[config.mk]
export PLATFORM = sky130hd
export DESIGN_NAME = mult_div_unit
export DESIGN_NICKNAME = d
export VERILOG_FILES = /design/src/rtl/mult_div_unit.sv
export SDC_FILE = /design/constraint.sdc
export NUM_CORES = 1
export LEC_CHECK = 0
export ABC_AREA = 1
export BUFFER_PORTS_ARGS = -buffer_cell sky130_fd_sc_hd__buf_2
export CAP_MARGIN = 10
export CELL_PAD_IN_SITES_DETAIL_PLACEMENT = 2
export CELL_PAD_IN_SITES_GLOBAL_PLACEMENT = 2
export CORE_MARGIN = 1.5
export CORE_UTILIZATION = 35
export CTS_BUF_LIST = sky130_fd_sc_hd__clkbuf_8
export DETAILED_ROUTE_END_ITERATION = 6
export HOLD_SLACK_MARGIN = 0.03
export MAX_ROUTING_LAYER = met4
export PLACE_DENSITY = 0.88
export SYNTH_ARGS = -nofsm -noshare
export SYNTH_HDL_FRONTEND = slang
export SYNTH_SLANG_ARGS = --single-unit
[constraint.sdc]
create_clock -name CLK -period 5 [get_ports CLK]
set_input_delay 0.5 -clock CLK [delete_from_list [all_inputs] [get_ports CLK]]
set_output_delay 0.5 -clock CLK [all_outputs]
set_load 0.005 [all_outputs]
[src/rtl/mult_div_unit.sv]
`default_nettype none
// ============================================================================
// Module   : mult_div_unit
// Purpose  : Iterative MIPS multiply/divide unit that owns the HI/LO
//            registers. MULT/MULTU use shift-add and DIV/DIVU use restoring
//            shift-subtract, one bit per cycle. A signed operation runs on
//            the operand magnitudes, and the signs are applied in FIX.
// Ports    : CLK        - clock; all state updates on the rising edge
//            Reset      - synchronous active-high reset
//            Start      - launch an operation (sampled only in IDLE)
//            Op         - 00 MULTU, 01 MULT, 10 DIVU, 11 DIV
//            Operand_A  - multiplicand / dividend
//            Operand_B  - multiplier / divisor
//            Write_HI   - MTHI strobe (honoured in IDLE without Start)
//            Write_LO   - MTLO strobe (honoured in IDLE without Start)
//            W_Data     - MTHI/MTLO data
//            Busy       - operation in progress
//            Done       - one-cycle pulse when HI/LO receive a result
//            Div_Zero   - pulses with Done for a divide by zero
//            HI, LO     - architectural HI/LO registers
// Revision : 1.0 - initial release
// ============================================================================
module mult_div_unit #(
   parameter int WIDTH = 32
) (
   input  logic             CLK,
   input  logic             Reset,
   input  logic             Start,
   input  logic [1:0]       Op,
   input  logic [WIDTH-1:0] Operand_A,
   input  logic [WIDTH-1:0] Operand_B,
   input  logic             Write_HI,
   input  logic             Write_LO,
   input  logic [WIDTH-1:0] W_Data,
   output logic             Busy,
   output logic             Done,
   output logic             Div_Zero,
   output logic [WIDTH-1:0] HI,
   output logic [WIDTH-1:0] LO
);

   localparam int CNT_W = (WIDTH > 1) ? $clog2(WIDTH) : 1;
   localparam logic [CNT_W-1:0] LAST_COUNT = CNT_W'(WIDTH - 1);

   localparam logic [1:0] ST_IDLE = 2'd0;
   localparam logic [1:0] ST_CALC = 2'd1;
   localparam logic [1:0] ST_FIX  = 2'd2;

   logic [1:0]         state, state_nxt;
   logic [CNT_W-1:0]   count, count_nxt;
   logic               is_div, is_div_nxt;
   logic               sign_a, sign_a_nxt;
   logic               sign_x, sign_x_nxt;     // sign(A) ^ sign(B)
   logic [WIDTH-1:0]   mag_a, mag_a_nxt;
   logic [WIDTH-1:0]   mag_b, mag_b_nxt;
   logic [2*WIDTH-1:0] acc, acc_nxt;
   logic [WIDTH-1:0]   hi_nxt, lo_nxt;
   logic               busy_nxt, done_nxt, div_zero_nxt;

   // Operand preparation at Start time
   logic             start_signed, start_neg_a, start_neg_b;
   logic [WIDTH-1:0] start_mag_a, start_mag_b;

   // Iteration datapath
   logic [WIDTH:0]     mul_sum;
   logic [2*WIDTH-1:0] mul_step;
   logic [WIDTH:0]     div_trial;
   logic [2*WIDTH-1:0] div_step;

   // Result fix-up
   logic [2*WIDTH-1:0] prod_fixed;
   logic [WIDTH-1:0]   quot_fixed, rem_fixed, raw_a;

   always_comb begin
      start_signed = Op[0];
      start_neg_a  = start_signed & Operand_A[WIDTH-1];
      start_neg_b  = start_signed & Operand_B[WIDTH-1];
      start_mag_a  = start_neg_a ? (~Operand_A + 1'b1) : Operand_A;
      start_mag_b  = start_neg_b ? (~Operand_B + 1'b1) : Operand_B;
   end

   always_comb begin
      // Shift-add: add the multiplicand into the upper half when the LSB of
      // the product register is set, then shift right, keeping the carry.
      mul_sum  = {1'b0, acc[2*WIDTH-1:WIDTH]} + (acc[0] ? {1'b0, mag_b} : '0);
      mul_step = {mul_sum, acc[WIDTH-1:1]};

      // Restoring divide: the shifted partial remainder needs WIDTH+1 bits;
      // bit WIDTH of the difference is the borrow.
      div_trial = {acc[2*WIDTH-1:WIDTH], acc[WIDTH-1]} - {1'b0, mag_b};
      if (!div_trial[WIDTH])
         div_step = {div_trial[WIDTH-1:0], acc[WIDTH-2:0], 1'b1};
      else
         div_step = {acc[2*WIDTH-2:0], 1'b0};
   end

   always_comb begin
      prod_fixed = sign_x ? (~acc + 1'b1) : acc;
      quot_fixed = sign_x ? (~acc[WIDTH-1:0] + 1'b1) : acc[WIDTH-1:0];
      rem_fixed  = sign_a ? (~acc[2*WIDTH-1:WIDTH] + 1'b1) : acc[2*WIDTH-1:WIDTH];
      // Re-applying the sign to the magnitude gives back the captured dividend
      raw_a      = sign_a ? (~mag_a + 1'b1) : mag_a;
   end

   // State register
   always_ff @(posedge CLK) begin
      if (Reset)
         state <= ST_IDLE;
      else
         state <= state_nxt;
   end

   // Next-state logic
   always_comb begin
      state_nxt = state;
      case (state)
         ST_IDLE: if (Start) state_nxt = ST_CALC;
         ST_CALC: if (count == LAST_COUNT) state_nxt = ST_FIX;
         ST_FIX:  state_nxt = ST_IDLE;
         default: state_nxt = ST_IDLE;
      endcase
   end

   // Output / datapath logic
   always_comb begin
      count_nxt    = count;
      is_div_nxt   = is_div;
      sign_a_nxt   = sign_a;
      sign_x_nxt   = sign_x;
      mag_a_nxt    = mag_a;
      mag_b_nxt    = mag_b;
      acc_nxt      = acc;
      hi_nxt       = HI;
      lo_nxt       = LO;
      busy_nxt     = (state_nxt != ST_IDLE);
      done_nxt     = 1'b0;
      div_zero_nxt = 1'b0;
      case (state)
         ST_IDLE: begin
            if (Start) begin
               is_div_nxt = Op[1];
               sign_a_nxt = start_neg_a;
               sign_x_nxt = start_neg_a ^ start_neg_b;
               mag_a_nxt  = start_mag_a;
               mag_b_nxt  = start_mag_b;
               acc_nxt    = {{WIDTH{1'b0}}, start_mag_a};
               count_nxt  = '0;
            end else begin
               if (Write_HI) hi_nxt = W_Data;
               if (Write_LO) lo_nxt = W_Data;
            end
         end
         ST_CALC: begin
            acc_nxt   = is_div ? div_step : mul_step;
            count_nxt = count + 1'b1;
         end
         ST_FIX: begin
            done_nxt = 1'b1;
            if (!is_div) begin
               hi_nxt = prod_fixed[2*WIDTH-1:WIDTH];
               lo_nxt = prod_fixed[WIDTH-1:0];
            end else if (mag_b == '0) begin
               hi_nxt       = raw_a;
               lo_nxt       = '1;
               div_zero_nxt = 1'b1;
            end else begin
               hi_nxt = rem_fixed;
               lo_nxt = quot_fixed;
            end
            count_nxt = '0;
         end
         default: ;
      endcase
   end

   // Datapath and output registers
   always_ff @(posedge CLK) begin
      if (Reset) begin
         count    <= '0;
         is_div   <= 1'b0;
         sign_a   <= 1'b0;
         sign_x   <= 1'b0;
         mag_a    <= '0;
         mag_b    <= '0;
         acc      <= '0;
         HI       <= '0;
         LO       <= '0;
         Busy     <= 1'b0;
         Done     <= 1'b0;
         Div_Zero <= 1'b0;
      end else begin
         count    <= count_nxt;
         is_div   <= is_div_nxt;
         sign_a   <= sign_a_nxt;
         sign_x   <= sign_x_nxt;
         mag_a    <= mag_a_nxt;
         mag_b    <= mag_b_nxt;
         acc      <= acc_nxt;
         HI       <= hi_nxt;
         LO       <= lo_nxt;
         Busy     <= busy_nxt;
         Done     <= done_nxt;
         Div_Zero <= div_zero_nxt;
      end
   end

endmodule
`default_nettype wire

-- Word-level counts from Yosys, hierarchy flattened
Index checks and enable logic that the tools add are counted.
- logic and storage cells: 80
- register bits after elaboration: 205
- reduce and logical (&&, ||, !) cells: 12
- mux-type cells: 28
- bitwise gates (word level): 11
- add/subtract/negate cells: 9
- equal/unequal tests: 7
- operator list (operator ; count):
    two-way mux 32 bit ; 14
    two-way mux 64 bit ; 4
    adder 32 x 1 -> 32 bit (second input constant) ; 5
    NOT 32 bit ; 5
    case mux 32 bit (2 select lines) ; 2
    case mux 64 bit (2 select lines) ; 1
    adder 64 x 1 -> 64 bit (second input constant) ; 1
    NOT 64 bit ; 1
    adder 32 x 32 -> 33 bit ; 1
    subtractor 33 x 32 -> 33 bit ; 1
    logical NOT 32 bit ; 1
    case mux 5 bit (3 select lines) ; 1
    != test 2 bit (second input constant) ; 4
    AND reduction 2 bit ; 3
    AND reduction 3 bit ; 2
    nonzero test 2 bit ; 3
    adder 5 x 1 -> 5 bit (second input constant) ; 1
    == test 5 bit (second input constant) ; 1
    two-way mux 5 bit ; 1
    two-way mux 2 bit ; 2
    case mux 2 bit (2 select lines) ; 1
    nonzero test 3 bit ; 1
    OR reduction 3 bit ; 1
    AND 1 bit ; 2
    other kinds (6) ; 8

-- Logic depth before layout (Yosys ltp)
Gate-level depths: netlist of run 1.
- depth after elaboration: 6
- mapped depth: 22

-- Worst setup path after synthesis of run 1
OpenSTA, ideal clock, no wires.
- path kind: register to register
- start point: register acc[0]
- end point: register acc[61]
- buffers on the path: 2
- path slack: 2477 ps
- data required time: 4865 ps
- cell stages (with the launch flop): 22
- setup time: 135 ps
- arrival time: 2388 ps
- path through: dfxtp_1 buf_6 clkbuf_1 nand2_1 inv_1 ha_1 inv_1 fa_1 inv_1 nand3_1 nand3_1 nand2_1 nand2_1 nand2_1 nand2_1 nand2_1 nand3_1 nand3_1 nand2_1 inv_1 nand2_1 a21oi_2
- longest elaborated chain between the ends: 4
- RTL lines (element ; line ; source):
    from (decl) ; 56 ; logic [2*WIDTH-1:0] acc, acc_nxt;
    from (signal assigned) ; 198 ; acc <= acc_nxt;
    two-way mux 32 bit ; 85 ; mul_sum = {1'b0, acc[2*WIDTH-1:WIDTH]} + (acc[0] ? {1'b0, mag_b} : '0);
    adder 32 x 32 -> 33 bit ; 85 ;
    two-way mux 64 bit ; 154 ; acc_nxt = is_div ? div_step : mul_step;
    case mux 64 bit (2 select lines) ; 138 ; case (state)
Every way passes these cells.
A chain may end at the register's enable or synchronous reset.

-- Final worst setup path of run 1
- start point: register acc[32]
- end point: register acc[54]
- longest elaborated chain between the ends: 4
- elaborated cells on any way between the ends: 5
- RTL lines (element ; line ; source):
    subtractor 33 x 32 -> 33 bit ; 90 ; div_trial = {acc[2*WIDTH-1:WIDTH], acc[WIDTH-1]} - {1'b0, mag_b};
    two-way mux 64 bit ; 91 ; if (!div_trial[WIDTH])
    two-way mux 64 bit * ; 154 ;
    case mux 64 bit (2 select lines) * ; 138 ;
Every way passes the cells marked *; elsewhere a longest branch is shown, timed or not.

==> flow_summary.rst, run 1 <==
.. list-table::
   :header-rows: 1

   * - Metric
     - Value
   * - Result of the run
     - finished clean
   * - Nets
     - 4008
   * - RePlAce Congestion
     - 1.01
   * - Setup repair after global routing missed its margin
     - false
   * - CP delay by family, top
     - simple AND/OR/NAND/NOR gates
   * - Buffers plus inverters on the worst setup path
     - 2
   * - Count of H-tree levels built during CTS
     - 2
   * - Largest net degree at the start of global routing
     - 94
   * - Core ar.
     - 0.0579 sq mm
   * - Synth Register Bits
     - 205
   * - Initial core utilization
     - 0.356
   * - Register cell area after layout
     - 0.00411 sq mm
   * - Launching point of the worst reg2reg path
     - acc[32]
   * - Share of the clock period used by the worst path after layout
     - 0.735
   * - Max-slew headroom at the worst pin
     - 0.182
   * - Largest stage delay on the critical path
     - 0.72 ns
   * - CP Cell Sequence
     - inv_1, fa_1, inv_1, nand2_1, nand2_1, nand3_1, nand2_2, nand2_1, nand2_2, nand2_2, nand2_2, nand2_2, nand2_4, nand2_1, nand3_1, nand2_1, a21oi_2
   * - Type of the tightest min-delay check
     - in2reg
   * - Highest Clock Rate
     - 0.272 GHz
   * - Remaining DRCs
     - 0
   * - Clock network fraction of total power
     - 0.304
   * - Via count of the first global-routing pass
     - 30200
   * - Root Buffer
     - sky130_fd_sc_hd__clkbuf_8
   * - Area growth, synth to finish
     - 11.6%
   * - Finish-stage setup viols
     - 0
   * - Post-synth cell types
     - 47
   * - Capturing instance or port of the critical path
     - acc[54]
   * - WP depth
     - 17
   * - HPWL Detailed
     - 92600 um
   * - Full die area
     - 0.0604 sq mm
   * - Number of cells upsized or downsized after cts
     - 0
   * - R2R depth
     - 17
   * - Antenna violations before repair
     - 10
   * - Critical path data required time
     - 5.55 ns
   * - Fill cell instance count of the final layout
     - 7492
   * - Via count of the routed design
     - 28400
   * - Number of nets still failing antenna checks after routing
     - 0
   * - Arrival time of the worst setup path
     - 4.22 ns
   * - Setup Total Neg Slack
     - 0 ns
   * - Sink count of the clock tree
     - 205
   * - Synthesized instance count
     - 3726
   * - Mean area per synthesized cell
     - 5.53 sq um
   * - Total I/O pin count
     - 170
   * - Number of CTS-inserted buffers
     - 42
   * - Grt ovf
     - 0
   * - Number of detailed-routing iterations run before antenna repair
     - 7
   * - Multi-input combinational cell area
     - 0.0138 sq mm
   * - Fraction of the yosys area taken by sequential cells
     - 0.199
   * - Category of the worst setup path capture point
     - register
   * - Final design utilization
     - 0.397
   * - Number of hold violations in the final report
     - 0
   * - Number of DRC markers after the initial detailed-route iteration
     - 2976
   * - Worst IR Drop VDD
     - 0.184 mV
   * - Number of slew-limit violations in the final report
     - 0
   * - Overall Global Routing Usage
     - 0.434
   * - Period minus WS final
     - 3.67 ns
   * - Input/output buffers
     - 169
   * - Skew final
     - 0.0381 ns
   * - Vertical extent of the die
     - 246 um
   * - Max-cap violations
     - 0
   * - Crit path max fanout
     - 33
   * - Routed Wire Length
     - 132000 um
   * - Register-to-register setup slack
     - 1.33 ns
   * - Count of hold buffers inserted by post-cts repair
     - 0
   * - Wire length of the first global-routing pass
     - 193000 um
   * - Maximum number of buffers from clock root to sink
     - 3
   * - Net Sw Frac
     - 0.471
   * - Startpoint of the worst setup timing path
     - acc[32]
   * - Net count after synthesis
     - 3905
   * - Part of the power in combinational logic
     - 0.397
   * - Pwr Density
     - 285 mW/mm^2
   * - Number of vias per cell after detailed routing
     - 6.13
   * - Leakage power
     - 11.9 nW
   * - Routed length per placed instance
     - 28.4 um
   * - Worst-margin pin slew
     - 1.23 ns
   * - Post-CTS repair timing setup buffer count
     - 0
   * - Sort of element at the start of the critical path
     - register
   * - Switching power
     - 0.00309 W
   * - Number of placement rows
     - 88
   * - Clock-pin slew reported for the worst setup and hold paths after clock tree synthesis
     - 0.07 ns
   * - Die extent in x
     - 246 um
   * - Crit Path Category
     - reg2reg
   * - Clock latency on the worst-skew pair
     - 0.66 ns
   * - Crit path max-delay cell type
     - sky130_fd_sc_hd__dfxtp_1
   * - Critical R2R Capture
     - acc[54]
   * - Synthesized area
     - 0.0206 sq mm
   * - Internal Dissipation
     - 0.00346 W
   * - Number of synthesis warnings
     - 0
   * - Sequential share of power
     - 0.299
   * - Clock tree from TritonCTS
     - built
   * - Fraction of final layout cells with drive strength greater than 1
     - 0.0949
-- through the flow --
step	cells	hold WS, ns	total power, W	cell area (sq um)	setup slack [ns]
after global routing	4631	0.163	0.00675	23000	1.25
after detailed placement	4550	0.472	0.00432	22100	1.67
after floorplan	3726	0.450	0.00339	20600	2.48
after CTS	4621	0.140	0.00640	23000	1.53
after global placement	4550	0.460	0.00418	22100	1.86
final	4633	0.146	0.00655	23000	1.33
-- placed cells by master (no fill, tap or decap), types with 20 or more instances in the layout --
cell                       instances
sky130_fd_sc_hd__nor3_1           49
sky130_fd_sc_hd__ha_1             73
sky130_fd_sc_hd__a21oi_2          29
sky130_fd_sc_hd__clkbuf_8         55
sky130_fd_sc_hd__xor2_1           89
sky130_fd_sc_hd__nand4_1          53
sky130_fd_sc_hd__nor2_1          327
sky130_fd_sc_hd__o21ai_0         282
sky130_fd_sc_hd__nand2_1        1081
sky130_fd_sc_hd__dfxtp_1         202
sky130_fd_sc_hd__buf_4            39
sky130_fd_sc_hd__a21oi_1         314
sky130_fd_sc_hd__buf_2           168
sky130_fd_sc_hd__xnor2_1          22
sky130_fd_sc_hd__a31oi_1          20
sky130_fd_sc_hd__inv_1           555
sky130_fd_sc_hd__nand3_1         339
-- worst min-delay path by stage --
stage | from | to | slack, ns | cells past startpoint
5_1_grt | W_Data[10] | LO[10] | 0.16 | 3
3_5_place_dp | count[4] | count[4] | 0.47 | 2
6_report | Operand_B[31] | mag_b[31] | 0.15 | 3
3_3_place_gp | count[4] | count[4] | 0.46 | 2
4_1_cts | Operand_B[31] | mag_b[31] | 0.14 | 3
2_1_floorplan | count[4] | count[4] | 0.45 | 2
-- final cells by class --
type | count | share of cell area
clock inverter | 16 | 0.00430
clock buffer | 55 | 0.0329
antenna | 12 | 0.00131
inverter | 560 | 0.0914
multi-input combinational | 2812 | 0.600
tap | 765 | 0.0416
sequential | 205 | 0.179
timing repair buffer | 208 | 0.0501
-- synth_stat cells, drive strengths merged --
library cell | count | area [sq um]
a211oi | 1 | 7.51
a21o | 3 | 22.5
a21oi | 343 | 1820
a31oi | 20 | 125
and2 | 9 | 56.3
and3 | 1 | 6.26
buf | 41 | 224
clkbuf | 108 | 407
clkinv | 1 | 3.75
dfxtp | 205 | 4100
fa | 2 | 40.0
ha | 74 | 926
inv | 559 | 2100
nand2 | 1098 | 4170
nand3 | 340 | 1710
nand3b | 7 | 52.6
nand4 | 53 | 332
nor2 | 346 | 1380
nor3 | 50 | 255
nor3b | 2 | 15.0
nor4 | 6 | 37.5
o211ai | 15 | 113
o21ai | 296 | 1500
o21bai | 11 | 82.6
o221ai | 3 | 26.3
o22ai | 2 | 12.5
o311a | 1 | 10.0
o31ai | 5 | 37.5
or2 | 13 | 81.3
xnor2 | 22 | 193
xor2 | 89 | 780
-- metal layers --
metal  global-route usage  share of wire  vias up
met4                0.197          0.051        0
met5                    -              0        -
met1                0.522           0.39    14200
li1                     -              -    12200
met3                0.122           0.11      463
met2                0.669           0.45     1650
-- cell families after synthesis --
kind of cell | Yosys count | synth area share
AND/OR/NAND/NOR | 1925 | 0.393
XOR/XNOR | 111 | 0.0472
adder cells (fa/ha/maj) | 76 | 0.0468
flip-flops | 205 | 0.199
buffers and inverters | 709 | 0.133
AO/OA/AOI/OAI | 700 | 0.182
-- power groups by stage --
stage	Combinational [W]	Clock, W	Sequential [W]
floorplan	0.00151	0	0.00188
global placement	0.00223	0	0.00195
detailed placement	0.00235	0	0.00196
CTS	0.00248	0.00198	0.00194
global route	0.00274	0.00205	0.00196
finish	0.00260	0.00199	0.00196
-- worst reg2reg max path, cell delays in order, from the launching register on --
cell and delay (ns):
sky130_fd_sc_hd__dfxtp_1 0.72, sky130_fd_sc_hd__inv_1 0.38, sky130_fd_sc_hd__fa_1 0.56, sky130_fd_sc_hd__inv_1 0.17, sky130_fd_sc_hd__nand2_1 0.07, sky130_fd_sc_hd__nand2_1 0.08
sky130_fd_sc_hd__nand3_1 0.09, sky130_fd_sc_hd__nand2_2 0.12, sky130_fd_sc_hd__nand2_1 0.07, sky130_fd_sc_hd__nand2_2 0.08, sky130_fd_sc_hd__nand2_2 0.07, sky130_fd_sc_hd__nand2_2 0.08
sky130_fd_sc_hd__nand2_2 0.07, sky130_fd_sc_hd__nand2_4 0.35, sky130_fd_sc_hd__nand2_1 0.17, sky130_fd_sc_hd__nand3_1 0.14, sky130_fd_sc_hd__nand2_1 0.09, sky130_fd_sc_hd__a21oi_2 0.26
-- flip-flops by register name, summed over array words and instances (netlist names) --
register and count:
state 2, acc 64, mag_b 32, Div_Zero 1
is_div 1, mag_a 32, count 5, LO 32
HI 32, sign_x 1, sign_a 1, Done 1
Busy 1
(Power assumes the default switching activity.)
==> run 2: changes to the inputs <==
--- a/config.mk
+++ b/config.mk
@@ -11,12 +11,12 @@
 export CELL_PAD_IN_SITES_DETAIL_PLACEMENT = 2
 export CELL_PAD_IN_SITES_GLOBAL_PLACEMENT = 2
 export CORE_MARGIN = 1.5
-export CORE_UTILIZATION = 35
+export CORE_UTILIZATION = 29
 export CTS_BUF_LIST = sky130_fd_sc_hd__clkbuf_8
 export DETAILED_ROUTE_END_ITERATION = 6
 export HOLD_SLACK_MARGIN = 0.03
 export MAX_ROUTING_LAYER = met4
-export PLACE_DENSITY = 0.88
+export PLACE_DENSITY = 0.78
 export SYNTH_ARGS = -nofsm -noshare
 export SYNTH_HDL_FRONTEND = slang
 export SYNTH_SLANG_ARGS = --single-unit
==> constraint.sdc (replaced) <==
create_clock -name CLK -period 3.3 [get_ports CLK]
set_input_delay 0.33 -clock CLK [delete_from_list [all_inputs] [get_ports CLK]]
set_output_delay 0.33 -clock CLK [all_outputs]
set_load 0.005 [all_outputs]
==> run 2 against run 1 <==
  * Flip-flop and latch count unchanged
  * Cell count increased by 5.2%
  * Non-clock buffer count increased by 71
  * Clock power increased by 48%
  * Die area increased by 20%
  * Critical endpoint is now acc[59]
  * Largest cell class unchanged
  * Highest routed layer unchanged
==> flow_summary.rst, run 2 (same netlist as run 1, synthesis figures left out) <==
.. list-table::
   :header-rows: 1

   * - Metric
     - Value
   * - Remaining DRCs
     - 0 (unchanged)
   * - Worst IR Drop VDD
     - 0.199 mV (was 0.184 mV)
   * - Wire length of the first global-routing pass
     - 171000 um (was 193000 um)
   * - Fraction of final layout cells with drive strength greater than 1
     - 0.106 (was 0.0949)
   * - Internal Dissipation
     - 0.00528 W (was 0.00346 W)
   * - Crit path max-delay cell type
     - sky130_fd_sc_hd__fa_1 (was sky130_fd_sc_hd__dfxtp_1)
   * - Pwr Density
     - 404 mW/mm^2 (was 285 mW/mm^2)
   * - Arrival time of the worst setup path
     - 3.52 ns (was 4.22 ns)
   * - Crit Path Category
     - reg2reg (unchanged)
   * - Worst-margin pin slew
     - 0.853 ns (was 1.23 ns)
   * - Max-cap violations
     - 0 (unchanged)
   * - Net Sw Frac
     - 0.452 (was 0.471)
   * - Nets
     - 4081 (was 4008)
   * - CP Cell Sequence
     - buf_4, nand2_1, fa_1, inv_1, nand3_1, nand3_1, buf_4, nand2_1, nand3_1, nand2_1, nand3_1, nand2_1, nor2_1, nor2_1, nand2_1, a21oi_1 (was inv_1, fa_1, inv_1, nand2_1, nand2_1, nand3_1, nand2_2, nand2_1, nand2_2, nand2_2, nand2_2, nand2_2, nand2_4, nand2_1, nand3_1, nand2_1, a21oi_2)
   * - Routed length on met1
     - 52200 um (was 51900 um)
   * - Setup repair after global routing missed its margin
     - false (unchanged)
   * - Overall Global Routing Usage
     - 0.316 (was 0.434)
   * - Routed Wire Length
     - 114000 um (was 132000 um)
   * - Sink count of the clock tree
     - 205 (unchanged)
   * - Number of cells upsized or downsized after cts
     - 0 (unchanged)
   * - Area growth, synth to finish
     - 15.8% (was 11.6%)
   * - Full die area
     - 0.0727 sq mm (was 0.0604 sq mm)
   * - Antenna violations before repair
     - 3 (was 10)
   * - Flip-flop count of the largest register after layout
     - 64 (unchanged)
   * - Share of the clock period used by the worst path after layout
     - 0.915 (was 0.735)
   * - Number of DRC markers after the initial detailed-route iteration
     - 1854 (was 2976)
   * - CP delay by family, top
     - simple AND/OR/NAND/NOR gates (unchanged)
   * - Via count of the routed design
     - 26200 (was 28400)
   * - Met2 WL post-DR
     - 49300 um (was 59000 um)
   * - Buffers plus inverters on the worst setup path
     - 3 (was 2)
   * - Number of CTS-inserted buffers
     - 44 (was 42)
   * - Routed length on met3
     - 9130 um (was 14200 um)
   * - Number of hold violations in the final report
     - 0 (unchanged)
   * - Type of the tightest min-delay check
     - in2reg (unchanged)
   * - Period minus WS final
     - 3.02 ns (was 3.67 ns)
   * - Via count of the first global-routing pass
     - 27100 (was 30200)
   * - Count of H-tree levels built during CTS
     - 2 (unchanged)
   * - Clock network fraction of total power
     - 0.305 (was 0.304)
   * - Die extent in x
     - 270 um (was 246 um)
   * - Post-route worst hold slack
     - 0.0680 ns (was 0.146 ns)
   * - Top library cells by usage in the layout, fill and taps aside
     - 1081 x sky130_fd_sc_hd__nand2_1, 556 x sky130_fd_sc_hd__inv_1, 339 x sky130_fd_sc_hd__nand3_1, 327 x sky130_fd_sc_hd__nor2_1, 314 x sky130_fd_sc_hd__a21oi_1 (was 1081 x sky130_fd_sc_hd__nand2_1, 555 x sky130_fd_sc_hd__inv_1, 339 x sky130_fd_sc_hd__nand3_1, 327 x sky130_fd_sc_hd__nor2_1, 314 x sky130_fd_sc_hd__a21oi_1)
   * - Clock tree from TritonCTS
     - built (unchanged)
   * - Number of nets still failing antenna checks after routing
     - 0 (unchanged)
   * - Vertical extent of the die
     - 270 um (was 246 um)
   * - Sort of element at the start of the critical path
     - register (unchanged)
   * - Grt ovf
     - 0 (unchanged)
   * - Dominant cell type by count on the critical path
     - sky130_fd_sc_hd__nand2_1
   * - Biggest register
     - acc (unchanged)
   * - Core ar.
     - 0.0701 sq mm (was 0.0579 sq mm)
   * - Input/output buffers
     - 169 (unchanged)
   * - Total I/O pin count
     - 170 (unchanged)
   * - Multi-input combinational cell area
     - 0.0138 sq mm (unchanged)
   * - Skew final
     - 0.0397 ns (was 0.0381 ns)
   * - Root Buffer
     - sky130_fd_sc_hd__clkbuf_8 (unchanged)
   * - Largest stage delay on the critical path
     - 0.45 ns (was 0.72 ns)
   * - Largest net degree at the start of global routing
     - 92 (was 94)
   * - Part of the power in combinational logic
     - 0.392 (was 0.397)
   * - Initial core utilization
     - 0.294 (was 0.356)
   * - Highest metal used
     - met4 (unchanged)
   * - Switching power
     - 0.00435 W (was 0.00309 W)
   * - Most common library cell in the layout ignoring fill and taps
     - sky130_fd_sc_hd__nand2_1 (unchanged)
   * - RePlAce Congestion
     - 0.996 (was 1.01)
   * - Result of the run
     - finished clean (unchanged)
   * - Clock-pin slew reported for the worst setup and hold paths after clock tree synthesis
     - 0.06 ns (was 0.07 ns)
   * - Leakage power
     - 12.2 nW (was 11.9 nW)
   * - Number of vias per cell after detailed routing
     - 5.37 (was 6.13)
   * - Number of slew-limit violations in the final report
     - 0 (unchanged)
   * - Number of placement rows
     - 97 (was 88)
   * - Sequential share of power
     - 0.303 (was 0.299)
   * - Finish-stage setup viols
     - 0 (unchanged)
   * - Crit path max fanout
     - 25 (was 33)
   * - HPWL Detailed
     - 90800 um (was 92600 um)
   * - Clock latency on the worst-skew pair
     - 0.66 ns (about the same)
   * - Number of detailed-routing iterations run before antenna repair
     - 5 (was 7)
   * - Setup Total Neg Slack
     - 0 ns (unchanged)
   * - Routed length per placed instance
     - 23.5 um (was 28.4 um)
   * - Fill cell instance count of the final layout
     - 9179 (was 7492)
   * - Max-slew headroom at the worst pin
     - 0.431 (was 0.182)
   * - Highest Clock Rate
     - 0.331 GHz (was 0.272 GHz)
   * - Category of the worst setup path capture point
     - register (unchanged)
   * - Register cell area after layout
     - 0.00411 sq mm (unchanged)
   * - Maximum number of buffers from clock root to sink
     - 3 (unchanged)
   * - Critical path data required time
     - 3.80 ns (was 5.55 ns)
==> run 2: worst reg2reg max path: cells and delay by family (launching register included) <==
| kind | cells | cell delay (ns) |
|---|---|---|
| DFF | 1 | 0.37 |
| and+or+nand+nor | 11 | 1.40 |
| AOI/OAI and AO/OA | 1 | 0.06 |
| adders and majority gates | 1 | 0.45 |
| buffers and inverters | 3 | 0.62 |
==> run 2: timing repair <==
action / in CTS / in global routing
hold buffers: 27 / 0
endpoints found under the hold margin: 40 / 0
setup buffers: 0 / 0
==> run 2: power by group through the flow <==
stage               sequential (W)  combinational (W)  clock [W]
floorplan                  0.00285            0.00229          0
global placement           0.00295            0.00353          0
detailed placement         0.00296            0.00364          0
CTS                        0.00291            0.00369    0.00297
global route               0.00294            0.00412    0.00310
finish                     0.00292            0.00378    0.00294
==> run 2: layer usage <==
layer  track usage  up-vias
met2         0.477      814
met1         0.420    12900
met5             -        -
met3        0.0660      187
li1              -    12300
met4         0.101        0
==> run 2: worst paths after layout <==
path | cells after the start | slack, ns | to | startpoint
max | 16 | 0.28 | acc[59] | acc[0]
min | 3 | 0.07 | HI[5] | W_Data[5]
max reg2reg | 16 | 0.28 | acc[59] | acc[0]
min reg2reg | 2 | 0.49 | count[4] | count[4]
==> run 2: area by class of cell <==
cell class,instances,area share
repair buffers,279,0.0751
inverters,560,0.0881
flip-flops and latches,205,0.172
clock inverters,21,0.00461
diodes,2,0.000210
clock buffers,56,0.0323
well taps,940,0.0493
multi-input cells,2812,0.578
==> run 2: metrics by stage <==
stage / cell area, sq um / utilization / worst slack [ns] / std cells / power (W)
6_report: 23900 / 0.340 / 0.279 / 4875 / 0.00963
5_1_grt: 23900 / 0.340 / 0.109 / 4875 / 0.0102
4_1_cts: 23900 / 0.340 / 0.330 / 4873 / 0.00957
3_5_place_dp: 22700 / 0.324 / 0.349 / 4769 / 0.00659
3_3_place_gp: 22700 / 0.324 / 0.451 / 4769 / 0.00648
2_1_floorplan: 20600 / - / 0.777 / 3726 / 0.00514
